$ cat src/rtl/ps2_scan_rx.sv
// ps2_scan_rx: PS/2 keyboard frame receiver with F0/E0 prefix tracking; PS2_GLITCH_FILTER_EN adds a ps2_clk filter.
// Latency 3 clk from stop-bit edge on the pin (+FILTER_LEN when filtered); no backpressure, all strobes are one-shot.
module ps2_scan_rx #(
    parameter int TIMEOUT_CYC = 200000,
    parameter int FILTER_LEN  = 8
) (
    input  logic       clk,
    input  logic       rst_n,
    input  logic       ps2_clk,
    input  logic       ps2_data,
    output logic [3:0] dig1,
    output logic [3:0] dig2,
    output logic       key_valid,
    output logic       key_break,
    output logic       key_ext,
    output logic       frame_err
);

    localparam int TW = $clog2(TIMEOUT_CYC + 1);

    localparam logic [1:0] S_IDLE = 2'd0;
    localparam logic [1:0] S_DATA = 2'd1;
    localparam logic [1:0] S_PAR  = 2'd2;
    localparam logic [1:0] S_STOP = 2'd3;

    logic [1:0]    clk_s_q;
    logic [1:0]    dat_s_q;
    logic          fall;
    logic          din;

    logic [1:0]    state_q,  state_d;
    logic [2:0]    bitcnt_q, bitcnt_d;
    logic [7:0]    shift_q,  shift_d;
    logic          par_q,    par_d;
    logic [TW-1:0] tmo_q,    tmo_d;
    logic          brk_pend_q, brk_pend_d;
    logic          ext_pend_q, ext_pend_d;
    logic [7:0]    dig_q,    dig_d;
    logic          kbrk_q,   kbrk_d;
    logic          kext_q,   kext_d;
    logic          kv_q,     kv_d;
    logic          fe_q,     fe_d;

    always_ff @(posedge clk or negedge rst_n) begin
        if (!rst_n) begin
            clk_s_q <= 2'b11;
            dat_s_q <= 2'b11;
        end else begin
            clk_s_q <= {clk_s_q[0], ps2_clk};
            dat_s_q <= {dat_s_q[0], ps2_data};
        end
    end

    assign din = dat_s_q[1];

`ifdef PS2_GLITCH_FILTER_EN
    // Filtered level only moves once FILTER_LEN consecutive samples agree.
    logic [FILTER_LEN-1:0] filt_q;
    logic                  lvl_q, lvl_d;
    logic                  all0, all1;

    assign all0 = (filt_q == '0);
    assign all1 = &filt_q;
    assign lvl_d = all0 ? 1'b0 : (all1 ? 1'b1 : lvl_q);
    assign fall  = lvl_q & all0;

    always_ff @(posedge clk or negedge rst_n) begin
        if (!rst_n) begin
            filt_q <= '1;
            lvl_q  <= 1'b1;
        end else begin
            filt_q <= {filt_q[FILTER_LEN-2:0], clk_s_q[1]};
            lvl_q  <= lvl_d;
        end
    end
`else
    logic clk_prev_q;
    logic unused_filter_cfg;

    assign unused_filter_cfg = (FILTER_LEN != 0);
    assign fall = clk_prev_q & ~clk_s_q[1];

    always_ff @(posedge clk or negedge rst_n) begin
        if (!rst_n) clk_prev_q <= 1'b1;
        else        clk_prev_q <= clk_s_q[1];
    end
`endif

    always_comb begin
        state_d    = state_q;
        bitcnt_d   = bitcnt_q;
        shift_d    = shift_q;
        par_d      = par_q;
        tmo_d      = tmo_q;
        brk_pend_d = brk_pend_q;
        ext_pend_d = ext_pend_q;
        dig_d      = dig_q;
        kbrk_d     = kbrk_q;
        kext_d     = kext_q;
        kv_d       = 1'b0;
        fe_d       = 1'b0;
        if (fall) begin
            tmo_d = '0;
            case (state_q)
                S_IDLE: begin
                    if (!din) begin
                        state_d  = S_DATA;
                        bitcnt_d = 3'd0;
                    end
                end
                S_DATA: begin
                    shift_d  = {din, shift_q[7:1]};
                    bitcnt_d = bitcnt_q + 3'd1;
                    if (bitcnt_q == 3'd7) state_d = S_PAR;
                end
                S_PAR: begin
                    par_d   = din;
                    state_d = S_STOP;
                end
                default: begin
                    state_d = S_IDLE;
                    // Odd parity: data plus parity bit must hold an odd count of ones.
                    if (din && (^{shift_q, par_q})) begin
                        if (shift_q == 8'hF0) begin
                            brk_pend_d = 1'b1;
                        end else if (shift_q == 8'hE0) begin
                            ext_pend_d = 1'b1;
                        end else begin
                            kv_d       = 1'b1;
                            dig_d      = shift_q;
                            kbrk_d     = brk_pend_q;
                            kext_d     = ext_pend_q;
                            brk_pend_d = 1'b0;
                            ext_pend_d = 1'b0;
                        end
                    end else begin
                        fe_d       = 1'b1;
                        brk_pend_d = 1'b0;
                        ext_pend_d = 1'b0;
                    end
                end
            endcase
        end else if (state_q == S_IDLE) begin
            tmo_d = '0;
        end else if (tmo_q == TW'(TIMEOUT_CYC - 1)) begin
            state_d    = S_IDLE;
            tmo_d      = '0;
            shift_d    = '0;
            fe_d       = 1'b1;
            brk_pend_d = 1'b0;
            ext_pend_d = 1'b0;
        end else begin
            tmo_d = tmo_q + TW'(1);
        end
    end

    always_ff @(posedge clk or negedge rst_n) begin
        if (!rst_n) begin
            state_q    <= S_IDLE;
            bitcnt_q   <= '0;
            shift_q    <= '0;
            par_q      <= 1'b0;
            tmo_q      <= '0;
            brk_pend_q <= 1'b0;
            ext_pend_q <= 1'b0;
            dig_q      <= '0;
            kbrk_q     <= 1'b0;
            kext_q     <= 1'b0;
            kv_q       <= 1'b0;
            fe_q       <= 1'b0;
        end else begin
            state_q    <= state_d;
            bitcnt_q   <= bitcnt_d;
            shift_q    <= shift_d;
            par_q      <= par_d;
            tmo_q      <= tmo_d;
            brk_pend_q <= brk_pend_d;
            ext_pend_q <= ext_pend_d;
            dig_q      <= dig_d;
            kbrk_q     <= kbrk_d;
            kext_q     <= kext_d;
            kv_q       <= kv_d;
            fe_q       <= fe_d;
        end
    end

    assign dig2      = dig_q[7:4];
    assign dig1      = dig_q[3:0];
    assign key_valid = kv_q;
    assign key_break = kbrk_q;
    assign key_ext   = kext_q;
    assign frame_err = fe_q;

endmodule

$ cat config.mk
export PLATFORM = sky130hd
export DESIGN_NAME = ps2_scan_rx
export DESIGN_NICKNAME = d
export VERILOG_FILES = /design/src/rtl/ps2_scan_rx.sv
export SDC_FILE = /design/constraint.sdc
export NUM_CORES = 1
export LEC_CHECK = 0
export BUFFER_PORTS_ARGS = -buffer_cell sky130_fd_sc_hd__buf_4
export CAP_MARGIN = 20
export CORE_MARGIN = 5
export CORE_UTILIZATION = 53
export CTS_BUF_LIST = sky130_fd_sc_hd__clkbuf_8 sky130_fd_sc_hd__clkbuf_16
export DETAILED_ROUTE_END_ITERATION = 10
export PLACE_DENSITY = 0.81
export SYNTH_ARGS = -nofsm -noshare
export SYNTH_HDL_FRONTEND = slang
export SYNTH_SLANG_ARGS = --single-unit
$ cat constraint.sdc
create_clock -name clk -period 2.1 [get_ports clk]
set_input_delay 0.21 -clock clk [delete_from_list [all_inputs] [get_ports clk]]
set_output_delay 0.21 -clock clk [all_outputs]
set_load 0.01 [all_outputs]
== Word level (Yosys, flattened, before mapping) ==
Index checks and enable logic that the tools add are counted.

* Register bits after elaboration: 51
* Input port bits: 4
* Output and inout port bits: 12
* Word-level logic and storage cells: 85

* Add/sub/neg operators: 2
* Equal/unequal tests: 13
* Multiplexer cells: 37
* Bitwise gates (word level): 5
* Reductions and logical operators: 13

{| class="wikitable"
|+ Operators by type and width
! cell !! count
|-
| 2-to-1 mux 18 bit || 3
|-
| 2-to-1 mux 8 bit || 4
|-
| 2-to-1 mux 1 bit || 22
|-
| adder 18 x 1 -> 18 bit (second input constant) || 1
|-
| == test 18 bit (second input constant) || 1
|-
| == test 8 bit (second input constant) || 2
|-
| AND reduction 4 bit || 3
|-
| 2-to-1 mux 2 bit || 5
|-
| XOR reduction 9 bit || 1
|-
| inequality test 2 bit (second input constant) || 3
|-
| inequality test 3 bit (second input constant) || 2
|-
| case mux 2 bit (3 select lines) || 1
|-
| case mux 3 bit (2 select lines) || 1
|-
| AND reduction 3 bit || 2
|-
| AND reduction 5 bit || 1
|-
| inequality test 4 bit (second input constant) || 1
|-
| NOT 1 bit || 4
|-
| nonzero test 2 bit || 2
|-
| adder 3 x 1 -> 3 bit (second input constant) || 1
|-
| == test 3 bit (second input constant) || 1
|-
| 2-to-1 mux 3 bit || 1
|-
| OR reduction 3 bit || 1
|-
| == test 2 x 1 -> 1 bit (second input constant) || 1
|-
| == test 2 bit (second input constant) || 1
|-
| other kinds (5) || 5
|}

== Logic depth before layout (Yosys ltp) ==
Gate-level depths: netlist of the first run.

* Depth after elaboration: 6
* Mapped depth: 7
* Mapped depth without buffers: 6

== Least setup slack after synthesis of the first run ==
Ideal clock, no wire load.

* Path type: register to register
* From: register shift_q[4]
* To: register dig_q[0]
* Library setup time: 0.125 ns
* Arrival time: 1.811 ns
* Data required time: 1.975 ns
* Slack: 0.164 ns
* Cell stages (with the launch flop): 7
* Clock period less this slack: 1.936 ns
* Cells stage by stage: dfrtp_1 xnor2_1 xnor3_2 xnor2_1 and3_4 buf_12 mux2_4

* Longest elaborated chain between the ends: 3
* Elaborated cells between the ends (all ways): 7

{| class="wikitable"
|+ Ends and longest elaborated chain
! element !! line !! text
|-
| start, declared || 33 || <nowiki>logic [7:0] shift_q, shift_d;</nowiki>
|-
| start signal, assigned || 174 || <nowiki>shift_q <= shift_d;</nowiki>
|-
| == test 8 bit (tied with other cells) || 126 || <nowiki>end else if (shift_q == 8'hE0) begin</nowiki>
|-
| NOT 1 bit (no source line) or logical AND 1 bit (tied branches) || -- ||
|-
| AND reduction 5 bit (no source line) (*) || -- ||
|-
| end signal, assigned || 179 || <nowiki>dig_q <= dig_d;</nowiki>
|-
| end, declared || 38 || <nowiki>logic [7:0] dig_q, dig_d;</nowiki>
|}

Every way passes the cells marked *; elsewhere a longest branch is shown, timed or not.
A chain may end at the register's enable or synchronous reset.

== Worst setup path after layout of the first run ==
* From: register shift_q[4]
* To: register dig_q[6]

The elaborated chain is that of the path after synthesis.

==> results.json, run 1 <==
{
  "synth_area_um2": 2340,
  "grt_pass1_vias": 1455,
  "layout-drive-gt1-share_pct": 22.1,
  "viasPerCell": 5.39,
  "postCtsSetupBuffers": 0,
  "end_kind": "register",
  "clk_latency_ps": 300,
  "synth_seq_cells": 51,
  "p_leak_uw": 0.00119,
  "crit_type": "register to register",
  "start_kind": "register",
  "grt_start_max_net_pins": 52,
  "final_common_cell": "dfrtp_1",
  "syn_area_per_cell_um2": 11.8,
  "drc": 0,
  "slew_viol_final": 0,
  "track_usage_pct": 14.0,
  "worst_ir_drop_vdd_mv": 0.472,
  "place_inst": 267,
  "gp_congestion": 0.792,
  "worst_hold_slack_ps": 358,
  "grt_pass1_wl_um": 6730,
  "yosysTopAreaCellShare_pct": 49.3,
  "root_buffer": "clkbuf_8",
  "wirelength_um": 3920,
  "io_buffers": 15,
  "via_count": 1498,
  "synthCells": 198,
  "setup_tns_ps": 0,
  "mostFrequentLayoutCells": "dfrtp_1 (46), buf_4 (21), nor2_1 (18)",
  "worst_path_max_delay_cell": "xnor3_2",
  "clockBufferDepth": 2,
  "diodes": 0,
  "layout.nets": 236,
  "setup_violations": 0,
  "crit_chain": "xnor2_1 -> xnor3_2 -> xnor2_1 -> and3_4 -> mux2_2",
  "antenna_found_initial": 0,
  "drv_cap": 0,
  "worst_pin_slew_ps": 623,
  "rsz0062_at_grt": "no",
  "status": "finished clean",
  "area_growth_syn_to_layout_pct": 13.6,
  "drt_iter0_markers": 71,
  "die_h_um": 76.4,
  "grt_overflow": 0,
  "die_area_um2": 5840,
  "finalCritPeriodShare_pct": 93.8,
  "core_area_um2": 4320,
  "fp.dieW_um": 76.4,
  "ios": 16,
  "dp_hpwl_um": 2710,
  "crit_buf_inv": 0,
  "first_pass_iters": 6,
  "clkTransAtPathRegs_ps": 90,
  "start_util_pct": 54.0,
  "max_stage_delay_ps": 440,
  "synth_area_leaders": "dfrtp_1 (49%), mux2_4 (5.8%), dfstp_2 (5.6%)",
  "wl_per_cell_um": 14.1,
  "ant_nets": 0,
  "numCtsBuffers": 5,
  "crit_top_cell": "xnor2_1",
  "clock_sink_count": 51,
  "regArea_um2": 1280,
  "hp-class": "register to register",
  "multiInputGateArea_um2": 998,
  "power.density_nw_per_um2": 981,
  "yosysSeqAreaShare_pct": 54.9,
  "fin_worst_skew_ps": 9.50,
  "htreeDepth": 2,
  "hold_viol_final": 0,
  "max_slew_margin_pct": 58.5,
  "fillers": 361,
  "path_delay_family": "XOR/XNOR gates",
  "netlist.top_cell.by_area": "dfrtp_1",
  "yosysWarnings": 0,
  "worstPathRequired_ps": 2300,
  "path_max_fanout": 11,
  "placementRows": 24,
  "min_period_ps": 1970,
  "fmax_ghz": 0.507,
  "syn_nets": 209,
  "cts_tree": "yes",
  "ys_types": 38,
  "crit_arrival_ps": 2170,
  "instances_no_fill": 278
}
## registers in the layout, summed over array words and instances, names as in the netlist, 2 cells and up
register	cells
dig_q	8
state_q	2
dat_s_q	2
bitcnt_q	3
shift_q	8
clk_s_q	2
tmo_q	18
## synth_stat cells
master and number:
mux2_4 9, a22oi_1 1, nand3_1 6, a32o_1 3, ha_1 7, nand4b_1 1, o21a_1 1, or2_2 1
or3_1 2, or3_2 1, o21bai_1 1, clkbuf_1 2, nor4bb_1 1, mux2_2 2, buf_2 1, nor2b_1 1
and3_1 4, a22o_1 8, and4_1 1, dfstp_2 5, o31ai_1 1, o21ai_0 5, and2_1 1, nor2_1 18
a21boi_0 1, dfrtp_1 46, nand2_1 13, nor3_1 7, xnor2_1 14, a21oi_1 7, xnor3_2 1, inv_1 8
o2bb2ai_1 1, nor4_1 5, xor2_1 6, and3_4 1, buf_12 1, nand4_1 4
## where the power goes
group	internal, µW	switching, µW	leakage, µW
Combinational	404	361	0.000468
Sequential	1140	147	0.000681
Clock	232	317	0.0000402
## through the flow
step | util, % | worst slack (ps) | power (µW) | cell area [µm²]
2_1_floorplan | - | 164 | 1840 | 2340
3_3_place_gp | 58.4 | 154 | 2030 | 2530
3_5_place_dp | 58.4 | 107 | 2060 | 2530
4_1_cts | 61.2 | 91.6 | 2620 | 2650
5_1_grt | 61.3 | 1.81 | 2770 | 2650
6_report | 61.3 | 129 | 2600 | 2650
## final cells by class
cell class	count	area share [%]
timing repair buffer	24	7.08
multi-input combinational	135	37.6
sequential	51	48.3
tap	52	2.45
inverter	8	1.13
clock inverter	3	0.755
clock buffer	5	2.59
## path summary, 6_finish.rpt
kind	from	slack, ps	cells past startpoint	to
min in group asynchronous	rst_n	460	2	shift_q[1]$_DFFE_PN0P_
min reg2reg	clk_s_q[0]$_DFF_PN1_	360	0	clk_s_q[1]$_DFF_PN1_
max in group asynchronous	rst_n	1220	2	bitcnt_q[2]$_DFFE_PN0P_
max reg2reg	shift_q[4]$_DFFE_PN0P_	130	5	dig_q[6]$_DFFE_PN0P_
min	clk_s_q[0]$_DFF_PN1_	360	0	clk_s_q[1]$_DFF_PN1_
max	shift_q[4]$_DFFE_PN0P_	130	5	dig_q[6]$_DFFE_PN0P_
## kinds of logic (layout without fill, tap and decap cells)
| logic type | Yosys count | count (layout) | synth area share [%] |
|---|---|---|---|
| flops | 51 | 51 | 54.9 |
| xor+xnor | 21 | 21 | 8.52 |
| buf+inv | 12 | 40 | 2.68 |
| simple gates | 67 | 67 | 14.6 |
| compound gates | 29 | 29 | 8.84 |
| mux | 11 | 11 | 6.75 |
| fa+ha+maj | 7 | 7 | 3.75 |
## layer usage
metal	routed length (µm)	track usage [%]
met2	1790	21.9
met1	1920	18.4
met5	0	0
met4	47	5.77
met3	161	3.90
## what timing repair did
action,4_1_cts,5_1_grt
endpoints found under the hold margin,48,0
setup endpoints to repair,0,1
hold buffers,3,0
gates resized for setup,0,1
No activity file was read; power rests on OpenSTA's default activity.
==> inputs of run 2 (changes only) <==
--- a/config.mk
+++ b/config.mk
@@ -8,6 +8,8 @@
 export BUFFER_PORTS_ARGS = -buffer_cell sky130_fd_sc_hd__buf_4
 export CAP_MARGIN = 20
+export CELL_PAD_IN_SITES_DETAIL_PLACEMENT = 2
+export CELL_PAD_IN_SITES_GLOBAL_PLACEMENT = 2
 export CORE_MARGIN = 5
-export CORE_UTILIZATION = 53
+export CORE_UTILIZATION = 36
 export CTS_BUF_LIST = sky130_fd_sc_hd__clkbuf_8 sky130_fd_sc_hd__clkbuf_16
 export DETAILED_ROUTE_END_ITERATION = 10
==> constraint.sdc (replaced) <==
create_clock -name clk -period 2.1 [get_ports clk]
set_input_delay 0.42 -clock clk [delete_from_list [all_inputs] [get_ports clk]]
set_output_delay 0.42 -clock clk [all_outputs]
set_load 0.01 [all_outputs]
==> results.json, run 2 (same netlist as run 1, synthesis figures left out) <==
{
  "status": "finished clean",
  "track_usage_pct": 13.5,
  "core_area_um2": 6310,
  "io_buffers": 15,
  "seqPwrFrac_pct": 43.8,
  "mostFrequentLayoutCells": "dfrtp_1 (46), buf_4 (22), nor2_1 (18)",
  "worst_pin_slew_ps": 639,
  "p_leak_uw": 0.00122,
  "gp_congestion": 0.752,
  "dr_wl_met2_um": 2870,
  "clockPowerShare_pct": 24.0,
  "multiInputGateArea_um2": 1030,
  "setup_violations": 0,
  "largest_register": "tmo_q",
  "start_util_pct": 37.0,
  "dp_hpwl_um": 3790,
  "antenna_found_initial": 0,
  "switchingPower_uw": 943,
  "numCtsBuffers": 5,
  "crit_chain": "xnor2_2 -> xnor3_2 -> xnor2_4 -> and3_2 -> mux2_4",
  "path_delay_family": "XOR/XNOR gates",
  "via_count": 1622,
  "worst_hold_slack_ps": 126,
  "largest_register_ffs": 18,
  "drc": 0,
  "hold_buffers": 0,
  "worst_ir_drop_vdd_mv": 0.530,
  "top_regs": "tmo_q: 18 flops, dig_q: 8 flops, shift_q: 8 flops",
  "netSwitchingFraction_pct": 31.8,
  "hp-class": "input pin to async pin",
  "path_max_fanout": 5,
  "root_buffer": "clkbuf_8",
  "grt_start_max_net_pins": 52,
  "slew_viol_final": 0,
  "start_kind": "register",
  "wl_met1_um": 2350,
  "fin_worst_skew_ps": 7.49,
  "max_stage_delay_ps": 470,
  "ios": 16,
  "crit_arrival_ps": 2210,
  "regArea_um2": 1280,
  "grt_pass1_wl_um": 8990,
  "drv_cap": 0,
  "grt_pass1_vias": 1775,
  "end_kind": "register",
  "final_util_pct": 43.1,
  "crit_buf_inv": 0,
  "fillers": 674,
  "clock_sink_count": 51,
  "hold_viol_final": 0,
  "layout.nets": 235,
  "crit_type": "register to register",
  "finalCritPeriodShare_pct": 95.9,
  "cts_tree": "yes",
  "worstPathRequired_ps": 2290,
  "highest_layer": "met4",
  "wl_per_cell_um": 18.1,
  "placementRows": 29,
  "clk_latency_ps": 300,
  "power.density_nw_per_um2": 1090,
  "pwr-share-comb_pct": 32.3,
  "fmax_ghz": 0.497,
  "die_area_um2": 8200,
  "p_int_uw": 2020,
  "area_growth_syn_to_layout_pct": 16.6,
  "fp.dieW_um": 90.6,
  "diodes": 0,
  "viasPerCell": 5.37,
  "clockBufferDepth": 2,
  "layout-drive-gt1-share_pct": 24.4,
  "grt_overflow": 0,
  "clkTransAtPathRegs_ps": 90,
  "htreeDepth": 2,
  "die_h_um": 90.6,
  "first_pass_iters": 4,
  "max_slew_margin_pct": 57.4,
  "worst_path_max_delay_cell": "dfrtp_1",
  "drt_iter0_markers": 23,
  "min_period_ps": 2010,
  "ant_nets": 0,
  "met3RoutedLength_um": 178,
  "final_common_cell": "dfrtp_1",
  "wirelength_um": 5460
}
-- run 2: changes by cell type in the layout (fill, tap and decap cells not counted), sizes merged --
cell	change
dlygate4sd3	-3
bufinv	+1
and3	+1
buf	+1
clkbuf	+1
clkinvlp	-2
-- run 2: area by class of cell --
cell class	count	share of cell area, %
tap	77	3.54
multi-input combinational	136	37.9
clock inverter	2	1.29
inverter	8	1.10
sequential	51	47.1
timing repair buffer	22	6.06
clock buffer	6	3.03
-- run 2: power by group through the flow --
stage | clock, µW | sequential, µW | combinational, µW
finish | 711 | 1300 | 956
global route | 768 | 1330 | 1060
CTS | 736 | 1300 | 812
detailed placement | 0 | 1310 | 802
global placement | 0 | 1300 | 758
floorplan | 0 | 1290 | 552
-- run 2: per-stage QoR --
| step | worst slack, ps | power (µW) | TNS (ps) | std cells | cell area (µm²) |
|---|---|---|---|---|---|
| 6_report | 85.9 | 2970 | 0 | 302 | 2720 |
| 3_5_place_dp | 20.4 | 2120 | 0 | 292 | 2560 |
| 3_3_place_gp | 138 | 2060 | 0 | 292 | 2560 |
| 5_1_grt | -24.5 | 3150 | -87.1 | 302 | 2720 |
| 2_1_floorplan | 164 | 1840 | 0 | 198 | 2340 |
| 4_1_cts | 12.0 | 2850 | 0 | 300 | 2680 |
-- run 2: routing by layer --
layer	vias up	track usage, %
li1	751	-
met1	843	15.9
met2	24	23.8
met3	4	3.33
met4	0	4.34
met5	-	0
-- run 2: final timing paths --
path	start	end	slack, ps	depth (start not counted)
hold / removal	rst_n	dig_q[0]$_DFFE_PN0P_	130	1
setup reg to reg	shift_q[2]$_DFFE_PN0P_	dig_q[4]$_DFFE_PN0P_	90	5
setup / recovery	shift_q[2]$_DFFE_PN0P_	dig_q[4]$_DFFE_PN0P_	90	5
hold reg to reg	clk_s_q[0]$_DFF_PN1_	clk_s_q[1]$_DFF_PN1_	360	0
min in group clk	ps2_clk	clk_s_q[0]$_DFF_PN1_	220	1
max in group asynchronous	rst_n	tmo_q[5]$_DFF_PN0_	1540	1
-- run 2: timing repair --
action,in CTS,in global routing
buffers inserted,0,1
cloned,0,1
setup endpoints to repair,10,20
gates resized for setup,1,5
pin swaps,0,2
